<file path="src/rtl/sram_port_arbiter.sv">
// Shares one two-port SRAM wrapper between two read clients and one write client.
// Port 0 is read/write, port 1 is read-only; read results return after the wrapper's 2-cycle latency.
module sram_port_arbiter #(
    parameter int unsigned SIZE_IN_WORDS = 1024,
    parameter int unsigned WORD_SIZE     = 32,
    parameter int unsigned ADDR_LEN      = $clog2(SIZE_IN_WORDS),
    parameter int unsigned STALL_MAX     = 3
) (
    input  logic                    clk,
    input  logic                    rst,

    input  logic                    rd0_valid,
    output logic                    rd0_ready,
    input  logic [ADDR_LEN-1:0]     rd0_addr,
    output logic                    rd0_rvalid,
    output logic [WORD_SIZE-1:0]    rd0_rdata,

    input  logic                    rd1_valid,
    output logic                    rd1_ready,
    input  logic [ADDR_LEN-1:0]     rd1_addr,
    output logic                    rd1_rvalid,
    output logic [WORD_SIZE-1:0]    rd1_rdata,

    input  logic                    wr_valid,
    output logic                    wr_ready,
    input  logic [ADDR_LEN-1:0]     wr_addr,
    input  logic [WORD_SIZE-1:0]    wr_data,
    input  logic [WORD_SIZE/8-1:0]  wr_mask,

    output logic                    nce0,
    output logic                    nwe0,
    output logic [ADDR_LEN-1:0]     addr0,
    output logic [WORD_SIZE-1:0]    wdata0,
    output logic [WORD_SIZE/8-1:0]  wmask0,
    input  logic [WORD_SIZE-1:0]    rdata0,

    output logic                    nce1,
    output logic [ADDR_LEN-1:0]     addr1,
    input  logic [WORD_SIZE-1:0]    rdata1
);

    localparam int unsigned MASK_W  = WORD_SIZE / 8;
    localparam int unsigned STALL_W = $clog2(STALL_MAX + 1);

    logic               rr, rr_nxt;
    logic [STALL_W-1:0] stall_cnt, stall_nxt;

    // Return pipeline, one lane per SRAM port: valid + client id
    logic s1_v0, s1_c0, s1_v1, s1_c1;
    logic s2_v0, s2_c0, s2_v1, s2_c1;

    logic stall_sat, wr_grant, hit0, hit1, elig0, elig1;
    logic p0r_v, p0r_cid, p1_v, p1_cid;

    // Grant decision and SRAM port drive
    always_comb begin
        rr_nxt    = rr;
        stall_nxt = stall_cnt;
        p0r_v     = 1'b0;
        p0r_cid   = 1'b0;
        p1_v      = 1'b0;
        p1_cid    = 1'b0;

        stall_sat = (stall_cnt == STALL_W'(STALL_MAX));
        wr_grant  = !rst && wr_valid && !stall_sat;
        hit0      = wr_grant && rd0_valid && (rd0_addr == wr_addr);
        hit1      = wr_grant && rd1_valid && (rd1_addr == wr_addr);
        elig0     = !rst && rd0_valid && !hit0;
        elig1     = !rst && rd1_valid && !hit1;

        if (elig0 && elig1) begin
            if (wr_grant) begin
                // Single slot: favoured client wins, pointer moves to the loser
                p1_v   = 1'b1;
                p1_cid = rr;
                rr_nxt = ~rr;
            end else begin
                p1_v    = 1'b1;
                p1_cid  = 1'b0;
                p0r_v   = 1'b1;
                p0r_cid = 1'b1;
            end
        end else if (elig0) begin
            p1_v   = 1'b1;
            p1_cid = 1'b0;
        end else if (elig1) begin
            p1_v   = 1'b1;
            p1_cid = 1'b1;
        end

        if (p1_v || p0r_v) begin
            stall_nxt = '0;
        end else if ((hit0 || hit1) && !stall_sat) begin
            stall_nxt = stall_cnt + STALL_W'(1);
        end

        wr_ready  = wr_grant;
        rd0_ready = (p1_v && !p1_cid) || (p0r_v && !p0r_cid);
        rd1_ready = (p1_v && p1_cid) || (p0r_v && p0r_cid);

        nce0   = !(wr_grant || p0r_v);
        nwe0   = !wr_grant;
        addr0  = wr_grant ? wr_addr : (p0r_cid ? rd1_addr : rd0_addr);
        wdata0 = wr_data;
        wmask0 = wr_grant ? wr_mask : MASK_W'(0);

        nce1  = !p1_v;
        addr1 = p1_cid ? rd1_addr : rd0_addr;
    end

    always_ff @(posedge clk) begin
        if (rst) begin
            rr        <= 1'b0;
            stall_cnt <= '0;
            s1_v0     <= 1'b0;
            s1_c0     <= 1'b0;
            s1_v1     <= 1'b0;
            s1_c1     <= 1'b0;
            s2_v0     <= 1'b0;
            s2_c0     <= 1'b0;
            s2_v1     <= 1'b0;
            s2_c1     <= 1'b0;
        end else begin
            rr        <= rr_nxt;
            stall_cnt <= stall_nxt;
            s1_v0     <= p0r_v;
            s1_c0     <= p0r_cid;
            s1_v1     <= p1_v;
            s1_c1     <= p1_cid;
            s2_v0     <= s1_v0;
            s2_c0     <= s1_c0;
            s2_v1     <= s1_v1;
            s2_c1     <= s1_c1;
        end
    end

    // Route stage-2 results to the issuing client
    always_comb begin
        rd0_rvalid = !rst && ((s2_v0 && !s2_c0) || (s2_v1 && !s2_c1));
        rd1_rvalid = !rst && ((s2_v0 && s2_c0) || (s2_v1 && s2_c1));
        rd0_rdata  = (s2_v0 && !s2_c0) ? rdata0 : rdata1;
        rd1_rdata  = (s2_v0 && s2_c0) ? rdata0 : rdata1;
    end

endmodule

</file>
<file path="config.mk">
export PLATFORM = sky130hd
export DESIGN_NAME = sram_port_arbiter
export DESIGN_NICKNAME = d
export VERILOG_FILES = /design/src/rtl/sram_port_arbiter.sv
export SDC_FILE = /design/constraint.sdc
export NUM_CORES = 1
export LEC_CHECK = 0
export CAP_MARGIN = 0
export CORE_AREA = 2 2 102 104
export CTS_CLUSTER_DIAMETER = 60
export CTS_CLUSTER_SIZE = 30
export DETAILED_ROUTE_END_ITERATION = 10
export DIE_AREA = 0 0 104 106
export GPL_ROUTABILITY_DRIVEN = 0
export PLACE_DENSITY = 0.67
export SLEW_MARGIN = 0
export SYNTH_ARGS = -nofsm -noshare
export SYNTH_HDL_FRONTEND = slang
export SYNTH_SLANG_ARGS = --single-unit
</file>
<file path="constraint.sdc">
create_clock -name clk -period 3.2 [get_ports clk]
set_input_delay 0.64 -clock clk [delete_from_list [all_inputs] [get_ports clk]]
set_output_delay 0.64 -clock clk [all_outputs]
set_load 0.05 [all_outputs]
</file>
==> flow_summary.toml <==
[synthesis]
yosysSeqAreaShare_pct = 9.108
postSynthCellCount = 215
yosysWarnings = 0
syn_nets = 351
synthDistinctLibCells = 37
ys_ff_latch = 9
synth_area_per_cell_um2 = 9.201
synth_area_um2 = 1978

[floorplan]
initial_utilization_pct = 19.78
die_w_um = 104
rows = 37
die_h_um = 106
io_pins = 263
die_area_um2 = 11020
design.core.area_um2 = 10000

[layout]
drive_gt1_share_pct = 42.42
final_cell_mix = "101 x clkdlybuf4s50_1, 90 x buf_4, 47 x mux2_1"
layout.nets = 533
finalInstanceArea_um2 = 4135
fillers = 999
syn_to_final_growth_pct = 109.0
layout_commonest_cell = "clkdlybuf4s50_1"
diodes = 0

[drt]
drt_iter0_drc = 71
avgViaCountPerCell = 4.154
route.vias.total = 2210
first_pass_iters = 3
postRouteAntennaNets = 0
drc_errors = 0
routed_wl_um = 7824
wl_per_cell_um = 14.71

[sta]
fmax_ghz = 0.3157
fin_crit_ns = 3.167
skew_ns = 0.001337
hold_viol = 0
maxSlewViolCount = 0
max_slew_margin_pct = 63.66
fin_hold_ws_ns = 0.4375
fin_crit_sh_pct = 98.98
rsz0062_at_grt = "yes"
setup_violations = 0
tightest_slew_ns = 0.5435

[global_route]
antenna_found_initial = 0
grt_max_degree = 34
grt_pass1_vias = 2396
grt_pass1_wl_um = 12010
grt.total_usage_pct = 13.18
grt_overflow = 0

[placement]
portBuffers = 198
dp_hpwl_um = 6537
place_area_um2 = 3829

[critical_path]
cp.required_ns = 2.56
startpoint_type = "input pin"
crit_path_end_kind = "primary output"
cp_max_fo = 4
critPathArrivalTime_ns = 2.53
critPathKind = "in -> out"

[power_and_ir_drop]
power.density_nw_per_um2 = 239.0
p_leak_nw = 1.798
p_total_uw = 988.4
ir_drop_mv = 0.1305

[outcome]
status = "finished, final reports clean"

[clock_tree]
cts_root_buf = "clkbuf_8"
cts_sinks = 9
clockBufferDepth = 2
cts_tree = "built"
clock_latency_ns = 0.23
clk_transition_reported_paths_ns = 0.04
cts_made_buffers = 3
htreeDepth = 1

[flow_run]
drv_cap = 0

[worst_hold_path]
hp-class = "reg -> reg"
==> metal layers <==
metal	wire, um	track usage, %
met5	0	0
met4	27	2.220
met3	962	6.131
met2	3970	24.39
met1	2864	13.83
==> Yosys cell counts <==
library cell / n / area [um^2]
clkinv_1: 1 / 3.750
a21boi_1: 1 / 7.510
nor4bb_1: 2 / 20.02
and3_1: 1 / 6.260
nand4_1: 4 / 25.02
o211a_1: 1 / 10.01
nor2_1: 4 / 15.01
a21boi_0: 1 / 7.510
mux2_2: 6 / 67.56
o21ai_1: 1 / 5.000
nand3b_1: 1 / 7.510
and2_1: 5 / 31.28
o31ai_4: 1 / 21.27
nor3b_1: 1 / 7.510
nor4_1: 1 / 6.260
nand3_1: 1 / 5.000
nor2b_1: 6 / 37.54
o211ai_1: 1 / 7.510
a21oi_1: 2 / 10.01
inv_1: 3 / 11.26
dfxtp_1: 9 / 180.2
buf_2: 1 / 5.000
or2_1: 2 / 12.51
o21ai_0: 1 / 5.000
or3_1: 2 / 12.51
buf_6: 1 / 11.26
xnor2_1: 20 / 175.2
nor3b_2: 1 / 12.51
ha_1: 1 / 12.51
mux2_1: 47 / 529.3
nor4_2: 1 / 12.51
mux2_4: 10 / 150.1
nand4_4: 1 / 21.27
buf_1: 2 / 7.510
buf_4: 65 / 488.0
nor3_1: 3 / 15.01
clkbuf_1: 4 / 15.01
==> worst max-delay path, stage by stage <==
cell	delay, ns
dlygate4sd2_1	0.27
xnor2_1	0.16
nand4_1	0.13
or3_4	0.41
o211ai_1	0.20
buf_4	0.24
mux2_4	0.32
buf_8	0.15
==> repair_timing <==
| item | CTS | global route |
|---|---|---|
| setup endpoints to repair | 24 | 24 |
| buffers inserted | 12 | 5 |
| gates resized for setup | 78 | 34 |
| cloned | 1 | 0 |
| pin swaps | 19 | 23 |
| hold buffers | 0 | 0 |
==> layout make-up <==
class                      instances  area (um^2)  share of cell area, %
timing repair buffer             250         2332                  56.40
multi-input combinational        129         1386                  33.52
sequential                         9        183.9                  4.448
tap                              136        170.2                  4.115
clock buffer                       4        45.04                  1.089
inverter                           4        17.52                 0.4236
==> path summary, 6_finish.rpt <==
path | start | endpoint | slack, ns | cells after the start
worst max-delay path | wr_addr[9] | addr1[0] | 0.03 | 8
worst min-delay path | s1_c1 | s2_c1 | 0.44 | 1
worst max register to register | stall_cnt[0] | rr | 0.74 | 13
worst min register to register | s1_c1 | s2_c1 | 0.44 | 1
==> metrics by stage <==
stage	setup TNS [ns]	util, %	setup WS (ns)	std cells
6_report	0	41.35	0.03275	532
2_1_floorplan	0	-	0.05554	215
3_3_place_gp	-6.680	38.29	-0.3291	510
3_5_place_dp	-7.913	38.29	-0.4058	510
5_1_grt	-0.6082	41.35	-0.08027	532
4_1_cts	0	40.79	0.0005393	527
==> report_power, final <==
part / leakage (nW) / total, mW / switching (mW) / internal (mW)
combinational: 1.70 / 0.743 / 0.413 / 0.330
clock: 0.0228 / 0.128 / 0.0416 / 0.0865
sequential: 0.0744 / 0.117 / 0.00140 / 0.116
total: 1.80 / 0.988 / 0.456 / 0.532
==> registers in the layout (all words and copies together), names as in the netlist <==
register,cells
s2_c1,1
s1_c0,1
rr,1
s2_c0,1
s2_v1,1
stall_cnt,2
s1_c1,1
s1_v1,1
==> cells by family after synthesis <==
group                      count (synthesis)  share of synthesized area, %
buffers and inverters                     77                         27.39
muxes                                     63                         37.76
and+or+nand+nor                           36                         12.52
xor gates and xnor gates                  20                         8.855
AOI/OAI and AO/OA                          9                         3.732
DFF                                        9                         9.108
adders and majority gates                  1                        0.6324
(Power assumes the default switching activity.)
